$ cat config.mk
export PLATFORM = sky130hd
export DESIGN_NAME = alu
export DESIGN_NICKNAME = d
export VERILOG_FILES = /design/src/rtl/alu.sv
export SDC_FILE = /design/constraint.sdc
export NUM_CORES = 1
export LEC_CHECK = 0
export CAP_MARGIN = 10
export CELL_PAD_IN_SITES_DETAIL_PLACEMENT = 0
export CELL_PAD_IN_SITES_GLOBAL_PLACEMENT = 1
export CORE_MARGIN = 4
export CORE_UTILIZATION = 35
export DETAILED_ROUTE_END_ITERATION = 6
export GPL_TIMING_DRIVEN = 0
export PLACE_DENSITY = 0.75
export SLEW_MARGIN = 20
export SYNTH_ARGS = -nofsm -noshare
export SYNTH_HDL_FRONTEND = slang
export SYNTH_SLANG_ARGS = --single-unit
$ cat constraint.sdc
create_clock -name clk -period 4.2 [get_ports clk]
set_input_delay 0.84 -clock clk [delete_from_list [all_inputs] [get_ports clk]]
set_output_delay 0.84 -clock clk [all_outputs]
set_load 0.02 [all_outputs]
$ cat src/rtl/alu.sv
//------------------------------------------------------------------------------
// Module   : alu
// Purpose  : Registered ALU for the CPU datapath. Computes a result and a
//            6-bit status flag word {carry,zero,negative,overflow,equal,greater}
//            with one cycle of latency. Define ALU_ROTATE_EN to enable ROL/ROR.
// Revision : 1.0 - initial release
//------------------------------------------------------------------------------
`default_nettype none

module alu #(
    parameter int DATA_WIDTH = 16
) (
    input  logic                  clk,
    input  logic                  rst,
    input  logic [DATA_WIDTH-1:0] in_a,
    input  logic [DATA_WIDTH-1:0] in_b,
    input  logic                  input_carry,
    input  logic [3:0]            alu_opcode,
    input  logic                  alu_mode,
    output logic [DATA_WIDTH-1:0] alu_out,
    output logic [5:0]            alu_out_flag
);

    typedef enum logic [3:0] {
        OP_AND = 4'h0,
        OP_OR  = 4'h1,
        OP_XOR = 4'h2,
        OP_NOT = 4'h3,
        OP_CPR = 4'h4,
        OP_ADD = 4'h8,
        OP_SUB = 4'h9,
        OP_INC = 4'hA,
        OP_DEC = 4'hB,
        OP_SHL = 4'hC,
        OP_SHR = 4'hD,
        OP_ROL = 4'hE,
        OP_ROR = 4'hF
    } enum_alu_opcode_t;

    typedef struct packed {
        logic carry;
        logic zero;
        logic negative;
        logic overflow;
        logic equal;
        logic greater;
    } struct_alu_flag_t;

    localparam int MSB = DATA_WIDTH - 1;

    logic [DATA_WIDTH:0]   w_a_ext;
    logic [DATA_WIDTH:0]   w_b_ext;
    logic [DATA_WIDTH:0]   w_cin_ext;
    logic [DATA_WIDTH:0]   w_one_ext;
    logic [DATA_WIDTH:0]   w_sum;
    logic [DATA_WIDTH-1:0] w_res;
    logic                  w_carry;
    logic                  w_ovf;
    logic                  w_eq;
    logic                  w_gt;
    logic                  w_legal;
    struct_alu_flag_t      w_flags;

    logic [DATA_WIDTH-1:0] r_out;
    struct_alu_flag_t      r_flags;

    // Zero-extended operands: bit DATA_WIDTH of any sum/difference is carry/borrow.
    assign w_a_ext   = {1'b0, in_a};
    assign w_b_ext   = {1'b0, in_b};
    assign w_cin_ext = {{DATA_WIDTH{1'b0}}, input_carry};
    assign w_one_ext = {{DATA_WIDTH{1'b0}}, 1'b1};

    always_comb begin
        w_sum   = '0;
        w_res   = '0;
        w_carry = 1'b0;
        w_ovf   = 1'b0;
        w_eq    = 1'b0;
        w_gt    = 1'b0;
        w_legal = 1'b1;
        if (!alu_mode) begin
            case (alu_opcode)
                OP_AND: w_res = in_a & in_b;
                OP_OR:  w_res = in_a | in_b;
                OP_XOR: w_res = in_a ^ in_b;
                OP_NOT: w_res = ~in_a;
                OP_CPR: begin
                    w_sum   = w_a_ext - w_b_ext;
                    w_res   = w_sum[MSB:0];
                    w_carry = w_sum[DATA_WIDTH];
                    w_eq    = (in_a == in_b);
                    w_gt    = (in_a > in_b);
                end
                default: w_legal = 1'b0;
            endcase
        end else begin
            case (alu_opcode)
                OP_ADD: begin
                    w_sum   = w_a_ext + w_b_ext + w_cin_ext;
                    w_res   = w_sum[MSB:0];
                    w_carry = w_sum[DATA_WIDTH];
                    w_ovf   = (in_a[MSB] == in_b[MSB]) && (w_res[MSB] != in_a[MSB]);
                end
                OP_SUB: begin
                    w_sum   = w_a_ext - w_b_ext - w_cin_ext;
                    w_res   = w_sum[MSB:0];
                    w_carry = w_sum[DATA_WIDTH];
                    w_ovf   = (in_a[MSB] != in_b[MSB]) && (w_res[MSB] != in_a[MSB]);
                end
                OP_INC: begin
                    w_sum   = w_a_ext + w_one_ext;
                    w_res   = w_sum[MSB:0];
                    w_carry = w_sum[DATA_WIDTH];
                    w_ovf   = !in_a[MSB] && w_res[MSB];
                end
                OP_DEC: begin
                    w_sum   = w_a_ext - w_one_ext;
                    w_res   = w_sum[MSB:0];
                    w_carry = w_sum[DATA_WIDTH];
                    w_ovf   = in_a[MSB] && !w_res[MSB];
                end
                OP_SHL: begin
                    w_res   = {in_a[MSB-1:0], 1'b0};
                    w_carry = in_a[MSB];
                end
                OP_SHR: begin
                    w_res   = {1'b0, in_a[MSB:1]};
                    w_carry = in_a[0];
                end
`ifdef ALU_ROTATE_EN
                OP_ROL: begin
                    w_res   = {in_a[MSB-1:0], in_a[MSB]};
                    w_carry = in_a[MSB];
                end
                OP_ROR: begin
                    w_res   = {in_a[0], in_a[MSB:1]};
                    w_carry = in_a[0];
                end
`endif
                default: w_legal = 1'b0;
            endcase
        end
    end

    // Illegal combinations must report all-zero flags, including zero itself.
    always_comb begin
        w_flags = '0;
        if (w_legal) begin
            w_flags.carry    = w_carry;
            w_flags.zero     = (w_res == '0);
            w_flags.negative = w_res[MSB];
            w_flags.overflow = w_ovf;
            w_flags.equal    = w_eq;
            w_flags.greater  = w_gt;
        end
    end

    always_ff @(posedge clk) begin
        if (rst) begin
            r_out   <= '0;
            r_flags <= '0;
        end else begin
            r_out   <= w_legal ? w_res : '0;
            r_flags <= w_flags;
        end
    end

    assign alu_out      = r_out;
    assign alu_out_flag = r_flags;

endmodule

`default_nettype wire

# ---- Yosys cells after proc, flatten, opt, wreduce, memory -nomap -nowiden
# Cells that the tools add are included.
dict set report word_totals {
  regBits 22
  output_inout_bits 22
}
dict set report classes {
  bitwise 7
  n_mux 10
  n_lt_le_gt_ge 1
  add_sub_neg 6
  reduce_logical 13
  eq_ne 15
}
# op count
set op_table {}
lappend op_table {{$pmux W16 S6} 1}
lappend op_table {{$pmux W16 S5} 1}
lappend op_table {{$eq A4 B4 Y1 const B} 6}
lappend op_table {{$add A16 B1 Y17 const B} 1}
lappend op_table {{$add A16 B16 Y17} 1}
lappend op_table {{$add A17 B1 Y17} 1}
lappend op_table {{$sub A16 B1 Y17 const B} 1}
lappend op_table {{$sub A16 B16 Y17} 1}
lappend op_table {{$sub A17 B1 Y17} 1}
lappend op_table {{$and A16 B16 Y16} 1}
lappend op_table {{$eq A16 B16 Y1} 1}
lappend op_table {{$gt A16 B16 Y1} 1}
lappend op_table {{$logic_not A16 Y1} 1}
lappend op_table {{$mux W16} 1}
lappend op_table {{$not A16 Y16} 1}
lappend op_table {{$or A16 B16 Y16} 1}
lappend op_table {{$xor A16 B16 Y16} 1}
lappend op_table {{$eq A4 B2 Y1 const B} 2}
lappend op_table {{$pmux W1 S6} 1}
lappend op_table {{$reduce_or A6 Y1} 1}
lappend op_table {{$mux W1} 5}
lappend op_table {{$reduce_or A5 Y1} 1}
lappend op_table {{$eq A4 B1 Y1 const B} 1}
lappend op_table {{$eq A4 B3 Y1 const B} 1}
lappend op_table {{other kinds (10)} 18}

# ---- Depth between registers and ports, before layout
# Gate-level depths: netlist (run 1).
dict set report logic_depth {
  ltp_word 6
  mapped_depth 17
  depth_no_buf 16
}

# ---- Least setup slack after synthesis (run 1)
# OpenSTA, ideal clock, no wires.
dict set report synth_timing {
  kind {input to register}
  start {in in_a[0]}
  end {reg r_flags (netlist bit alu_out_flag[4])}
  path_slack_ns -0.071
  required_time_ns 4.084
  path_stages 14
  t_arrival_ns 4.155
  cell_sequence {clkbuf_1 inv_1 ha_1 inv_1 fa_1 nand2b_1 a2111o_1 nand3_2 or4b_4 or4_4 nor4_2 xor2_1 o221a_2 and4_1}
}
dict set report synth_via {
  elab_chain_len 5
}
# item line_no
set synth_lines {}
lappend synth_lines {{from (decl)} 15} ;# input logic [DATA_WIDTH-1:0] in_a,
lappend synth_lines {{$sub A16 B16 Y17 or $add A16 B16 Y17 (tied branches)} {88, 105, 99}}
lappend synth_lines {{$sub A17 B1 Y17 or $add A17 B1 Y17 (tied branches)} {105, 99}}
lappend synth_lines {{$pmux W16 S6} 97} ;# case (alu_opcode)
lappend synth_lines {{$mux W16 (*)} 81} ;# if (!alu_mode) begin
lappend synth_lines {{$logic_not A16 Y1 (*)} 150} ;# w_flags.zero = (w_res == '0);
lappend synth_lines {{to (signal assigned)} 164} ;# r_flags <= w_flags;
lappend synth_lines {{to (decl)} 65} ;# struct_alu_flag_t r_flags;
# Mark *: on every way between the ends. The rest lies on a longest branch, timed or not.
# A chain may end at the register's enable or synchronous reset.

# ---- Worst setup path after layout (run 1)
# Same ends and word-level chain as after synthesis.

==> impl_metrics.toml, run 1 <==
[floorplanning]
num_rows = 43
initial_core_util_pct = 35.6
die-area_mm2 = 0.0161
fp.coreArea_mm2 = 0.0139
io_pins = 62
dieWidth_um = 127
die_h_um = 127

[detailed_routing]
drt_iter0_drc = 500
vias = 5967
ant_nets = 0
drc = 0
drt-vias-per-instance = 6.22
wire_per_inst_um = 21.9
dr.pass1.iters = 5
routed_wirelength_um = 21000

[cts]
cts_root_buf = "clkbuf_16"
cts_tree = "yes"
clock_sinks = 21
path_clk_slew_ns = 0.05
h-tree-depth = 1
clock_path_buffers = 2
cts_made_buffers = 3

[setup_path]
crit_path_end_kind = "flop"
critical_path.max_stage_delay_ns = 0.54
cp_max_fo = 4
critPathKind = "primary input to flop"
path_cells = "buf_8 -> clkinvlp_4 -> ha_4 -> inv_2 -> fa_2 -> nand2b_4 -> a2111o_1 -> nand3_2 -> or4b_4 -> or4_4 -> xor2_1 -> o211ai_1 -> nor4_2 -> nor4bb_1 -> and4_1"
critPathRequiredTime_ns = 4.39
arrival_ns = 4.40
startpoint_type = "primary input"
cpMaxStageDelayCell = "or4_4"

[hold_path]
min_to = "alu_out[0]"
min_from = "in_a[1]"
hold_depth = 5
hold_class = "primary input to flop"

[yosys]
mappedNetlistArea_mm2 = 0.00494
synth_edf_count = 0
netlist_instances = 681
yosysSeqAreaShare_pct = 8.50
ys_seq_elements = 21
syn-num-nets = 778
yosysUniqueCellTypes = 81
synth_ff_type = "dfxtp_1"
syn_area_per_cell_um2 = 7.26
ys_warn_count = 0
synthArstFlopShare_pct = 0

[place]
place_ws_ns = -1.62
port_buffers = 60
gp_congestion = 0.942
dp_hpwl_um = 15800

[timing]
rsz0062_at_grt = "true"
fin_ws_ns = -0.00958
min_period_over_period_pct = 100
finalSetupViolCount = 1
maxSlewViolCount = 0
fin_crit_ns = 4.21
tightest_slew_ns = 1.12
maxSlewHeadroom_pct = 25.2
hold_viol_final = 0
fmaxAchievable_mhz = 238

[power]
total_power_mw = 1.21
powerDensity_mw_per_mm2 = 179
ir_drop_v = 0.0000924
p_leak_nw = 2.60

[grt]
grt_use_total_pct = 24.5
antenna_found_initial = 0
grt_pass1_wl_um = 31600
grt_pass1_vias = 5651
grt_overflow = 0
grt_max_degree = 13

[final_layout]
fin_nets = 877
drive_gt1_share_pct = 22.0
syn_to_final_growth_pct = 37.1
layout_common_cells = "nor2_1 (47), nand2_1 (46), clkdlybuf4s50_1 (46), inv_1 (43), ha_1 (39)"
antenna_cells = 0
final_common_cell = "nor2_1"
fillers = 1343

[job]
maxCapViolations = 0

[outcome]
violations = "negative setup slack"
status = "complete, but fails checks"
[worst max-delay path by stage]
stage	startpoint	to	slack (ns)	depth (start not counted)
after floorplan	in_a[0]	alu_out_flag[4]	0.04	14
after global placement	in_a[3]	alu_out_flag[4]	-1.63	15
after detailed placement	in_a[3]	alu_out_flag[4]	-1.62	15
after CTS	in_a[0]	alu_out_flag[4]	0.001	16
after global routing	in_a[2]	alu_out_flag[4]	-0.11	14
final	in_a[0]	alu_out_flag[4]	-0.01	15
[power breakdown]
group | total [mW] | internal (mW) | switching, mW
Clock | 0.195 | 0.128 | 0.0674
Combinational | 0.812 | 0.350 | 0.462
Sequential | 0.203 | 0.202 | 0.000825
Total | 1.21 | 0.680 | 0.531
[through the flow]
| step | cells | util (%) | TNS, ns | area, um^2 | hold WS [ns] |
|---|---|---|---|---|---|
| 2_1_floorplan | 681 | - | 0 | 4940 | 0.912 |
| 3_3_place_gp | 921 | 41.6 | -15.05 | 5770 | 1.52 |
| 3_5_place_dp | 922 | 41.7 | -15.29 | 5780 | 1.54 |
| 4_1_cts | 941 | 46.7 | 0 | 6490 | 1.24 |
| 5_1_grt | 959 | 48.8 | -0.132 | 6780 | 1.22 |
| 6_report | 959 | 48.8 | -0.00958 | 6780 | 1.17 |
[registers in the layout (all words and copies together), names as in the netlist]
signal / cells
alu_out: 16
alu_out_flag: 5
[worst max-delay path: cells and delay by family]
family          cells  cell delay, ns
xor+xnor            1            0.17
simple gates        7            2.03
compound gates      2            0.71
fa+ha+maj           2            0.41
buf+inv             3            0.23
[final cells by class]
class	count	area, um^2	share of cell area, %
inverters	58	240	3.54
well taps	180	225	3.32
multi-input cells	558	4660	68.8
flip-flops and latches	21	420	6.20
clock buffers	3	75.1	1.11
repair buffers	100	915	13.5
clock inverters	1	5.00	0.0738
plain buffers	38	235	3.47
[repair_timing]
item                                    4_1_cts  5_1_grt
hold buffers                                  0        0
setup buffers                                19       20
endpoints found under the setup margin       15        8
resized for setup                           125       62
pin swaps                                    28       24
[routing by layer]
layer | share of wire, % | global-route usage, % | vias up
met2 | 45 | 39.2 | 341
met5 | 0 | 0 | -
met3 | 9.7 | 3.07 | 58
li1 | - | - | 2730
met1 | 42 | 34.2 | 2838
met4 | 3.7 | 8.08 | 0
[logic make-up (layout without fill, tap and decap cells)]
logic type	after synthesis	count (layout)	synth area share [%]
AND/OR/NAND/NOR	243	243	26.9
AO/OA/AOI/OAI	204	204	29.4
XOR/XNOR	41	41	7.77
flip-flops	21	21	8.50
multiplexers	13	13	4.66
adder cells (fa/ha/maj)	57	57	14.9
buffers and inverters	102	200	7.95
[synth_stat cells (6+ instances only)]
master	n	share of area, %
and2_1	10	1.3
o22ai_1	12	1.5
a21oi_1	40	4.0
a21o_1	9	1.4
nor3_1	18	1.8
o31ai_1	8	1.2
xor2_1	7	1.2
and3_1	11	1.4
xnor2_1	32	5.7
o211ai_1	14	2.1
a2111oi_0	6	1.1
inv_1	56	4.3
nand2b_1	13	1.6
nand3_1	16	1.6
a31oi_1	7	0.89
a211oi_1	13	2.0
clkbuf_1	36	2.7
a22oi_1	7	1.1
nor2_1	55	4.2
nand4_1	11	1.4
mux4_2	8	3.6
nor2b_1	13	1.6
ha_1	54	14
a221oi_1	13	2.3
or3_1	8	1.0
nand2_1	46	3.5
nor4_1	8	1.0
dfxtp_1	21	8.5
o21ai_0	19	1.9
Note: power is estimated with default switching activity, not from simulation.
==> inputs of run 2 (changes only) <==
Settings changed: CORE_ASPECT_RATIO from default to 1.4.
==> run 2 against run 1 <==
  * Via count shrank 1.7%
  * Power shrank 2.9%
  * Maximum frequency down 0.53%
  * Largest power group unchanged
  * Routed wire length shrank 2.5%
  * First-iteration DRC count increased by 6.6%
  * Global-route usage up 0.50 points
  * Cell area down 2.8%
  * Count of clock-buffer cells in the layout unchanged
  * Critical endpoint unchanged
  * Highest routed layer unchanged
  * The run still ends with negative setup slack left
  * Sequential share of layout area grew 0.18 points
  * Setup slack lost 0.023 ns
  * Combinational power down 4.1%
==> impl_metrics.toml, run 2 (synthesis gave the netlist of run 1 again) <==
[setup_path]
arrival_ns = 4.38
cp_max_fo = 4
crit_path_end_kind = "flop"
cp-startpoint = "in_b[1]"
critPathKind = "primary input to flop"
startpoint_type = "primary input"
critPathRequiredTime_ns = 4.34

[hold_path]
min_from = "rst"
hold_class = "primary input to flop"

[cts]
cts_made_buffers = 3
cts_root_buf = "clkbuf_16"
clock_sinks = 21
cts_hold_buf = 0
h-tree-depth = 1
clock_path_buffers = 2
cts_tree = "yes"
path_clk_slew_ns = 0.05

[power]
pwr-share-seq_pct = 17.3
netSwitchingPower_mw = 0.516
ir_drop_v = 0.000216
p_int_mw = 0.659
total_power_mw = 1.18
powerDensity_mw_per_mm2 = 178
sw_frac_of_total_pct = 43.9
p_leak_nw = 2.53
power.share.clock_pct = 16.4
power_frac_comb_pct = 66.3

[floorplanning]
fp.coreArea_mm2 = 0.0139
dieWidth_um = 108
num_rows = 51
die_h_um = 149
die-area_mm2 = 0.0161
io_pins = 62
initial_core_util_pct = 35.5

[detailed_routing]
wire_per_inst_um = 21.5
dr_wl_met3_um = 1780
dr.pass1.iters = 5
drt-vias-per-instance = 6.16
drc = 0
routed_wirelength_um = 20500
drt_iter0_drc = 533
met2_length_um = 10000
top_layer_used = "met4"
wl_met1_um = 7690
vias = 5867
ant_nets = 0

[grt]
grt_pass1_vias = 5688
grt_max_degree = 13
grt_use_total_pct = 25.0
grt_pass1_wl_um = 31600
antenna_found_initial = 0
grt_overflow = 0

[final_layout]
fin_nets = 866
final_area_mm2 = 0.00659
syn_to_final_growth_pct = 33.4
final_common_cell = "inv_1"
largest_register_ffs = 16
antenna_cells = 0
layout_common_cells = "inv_1 (49), nor2_1 (48), clkdlybuf4s50_1 (48), ha_1 (46), nand2_1 (44)"
fin_cells = 953
drive_gt1_share_pct = 19.3
final_util_pct = 47.4

[timing]
fin_crit_ns = 4.23
tightest_slew_ns = 1.12
fmaxAchievable_mhz = 236
hold_ws_ns = 1.24
rsz0062_at_grt = "true"
finalSetupViolCount = 1
fin_ws_ns = -0.0321
hold_viol_final = 0
maxSlewViolCount = 0
maxSlewHeadroom_pct = 25.1
finalSetupTns_ns = -0.0321
min_period_over_period_pct = 101

[outcome]
violations = "negative setup slack"
status = "complete, but fails checks"

[place]
place_ws_ns = -1.61
dp.cells = 927
dp_hpwl_um = 15700
postPlaceCellArea_mm2 = 0.00579
port_buffers = 60
gp_congestion = 0.917

[job]
maxCapViolations = 0
-- run 2: cell types whose count changed in the layout (fill, tap and decap cells not counted), sizes merged, moves of 2 or more --
cell | before | now
clkdlybuf4s50 | 46 | 48
dlygate4sd2 | 1 | 5
inv | 52 | 55
dlymetal6s2s | 5 | 1
clkinvlp | 6 | 3
buf | 55 | 37
clkbuf | 34 | 38
-- run 2: area by class of cell --
cell class                      instances  area [um^2]
Tap cell                              185          231
Clock inverter                          1         5.00
Clock buffer                            3         75.1
Multi-Input combinational cell        558         4620
Inverter                               58          229
Buffer                                 41          238
Timing Repair Buffer                   86          776
Fill cell                            1422         7320
Sequential cell                        21          420
-- run 2: worst max-delay path, cell delays in order --
cell and delay [ns]:
clkdlybuf4s50_1 0.50, inv_2 0.08, ha_4 0.29, nor2_2 0.06, o31ai_2 0.37, xnor2_2 0.20, nand4_1 0.24, buf_4 0.22
or4_4 0.53, xor2_1 0.16, o211ai_1 0.40, nor4_2 0.08, nor4bb_2 0.18, and4_1 0.21
-- run 2: worst paths after layout --
check | end | slack [ns] | depth (start not counted)
setup / recovery | alu_out_flag[4] | -0.03 | 14
hold / removal | alu_out_flag[5] | 1.24 | 2
-- run 2: power by group through the flow --
stage / sequential (mW) / clock (mW) / combinational [mW]
floorplan: 0.211 / 0 / 0.428
global placement: 0.207 / 0 / 0.622
detailed placement: 0.207 / 0 / 0.630
CTS: 0.203 / 0.198 / 0.728
global route: 0.203 / 0.204 / 0.835
finish: 0.203 / 0.193 / 0.779
-- run 2: what timing repair did --
item | in CTS | in global routing
gates resized for setup | 118 | 32
endpoints found under the setup margin | 15 | 7
setup buffers | 20 | 5
hold endpoints to repair | 0 | 0
pin swaps | 26 | 9
-- run 2: metal layers --
metal	vias up	track usage (%)
li1	2714	-
met1	2757	30.7
met2	325	42.7
met3	71	3.30
met4	0	11.9
met5	-	0
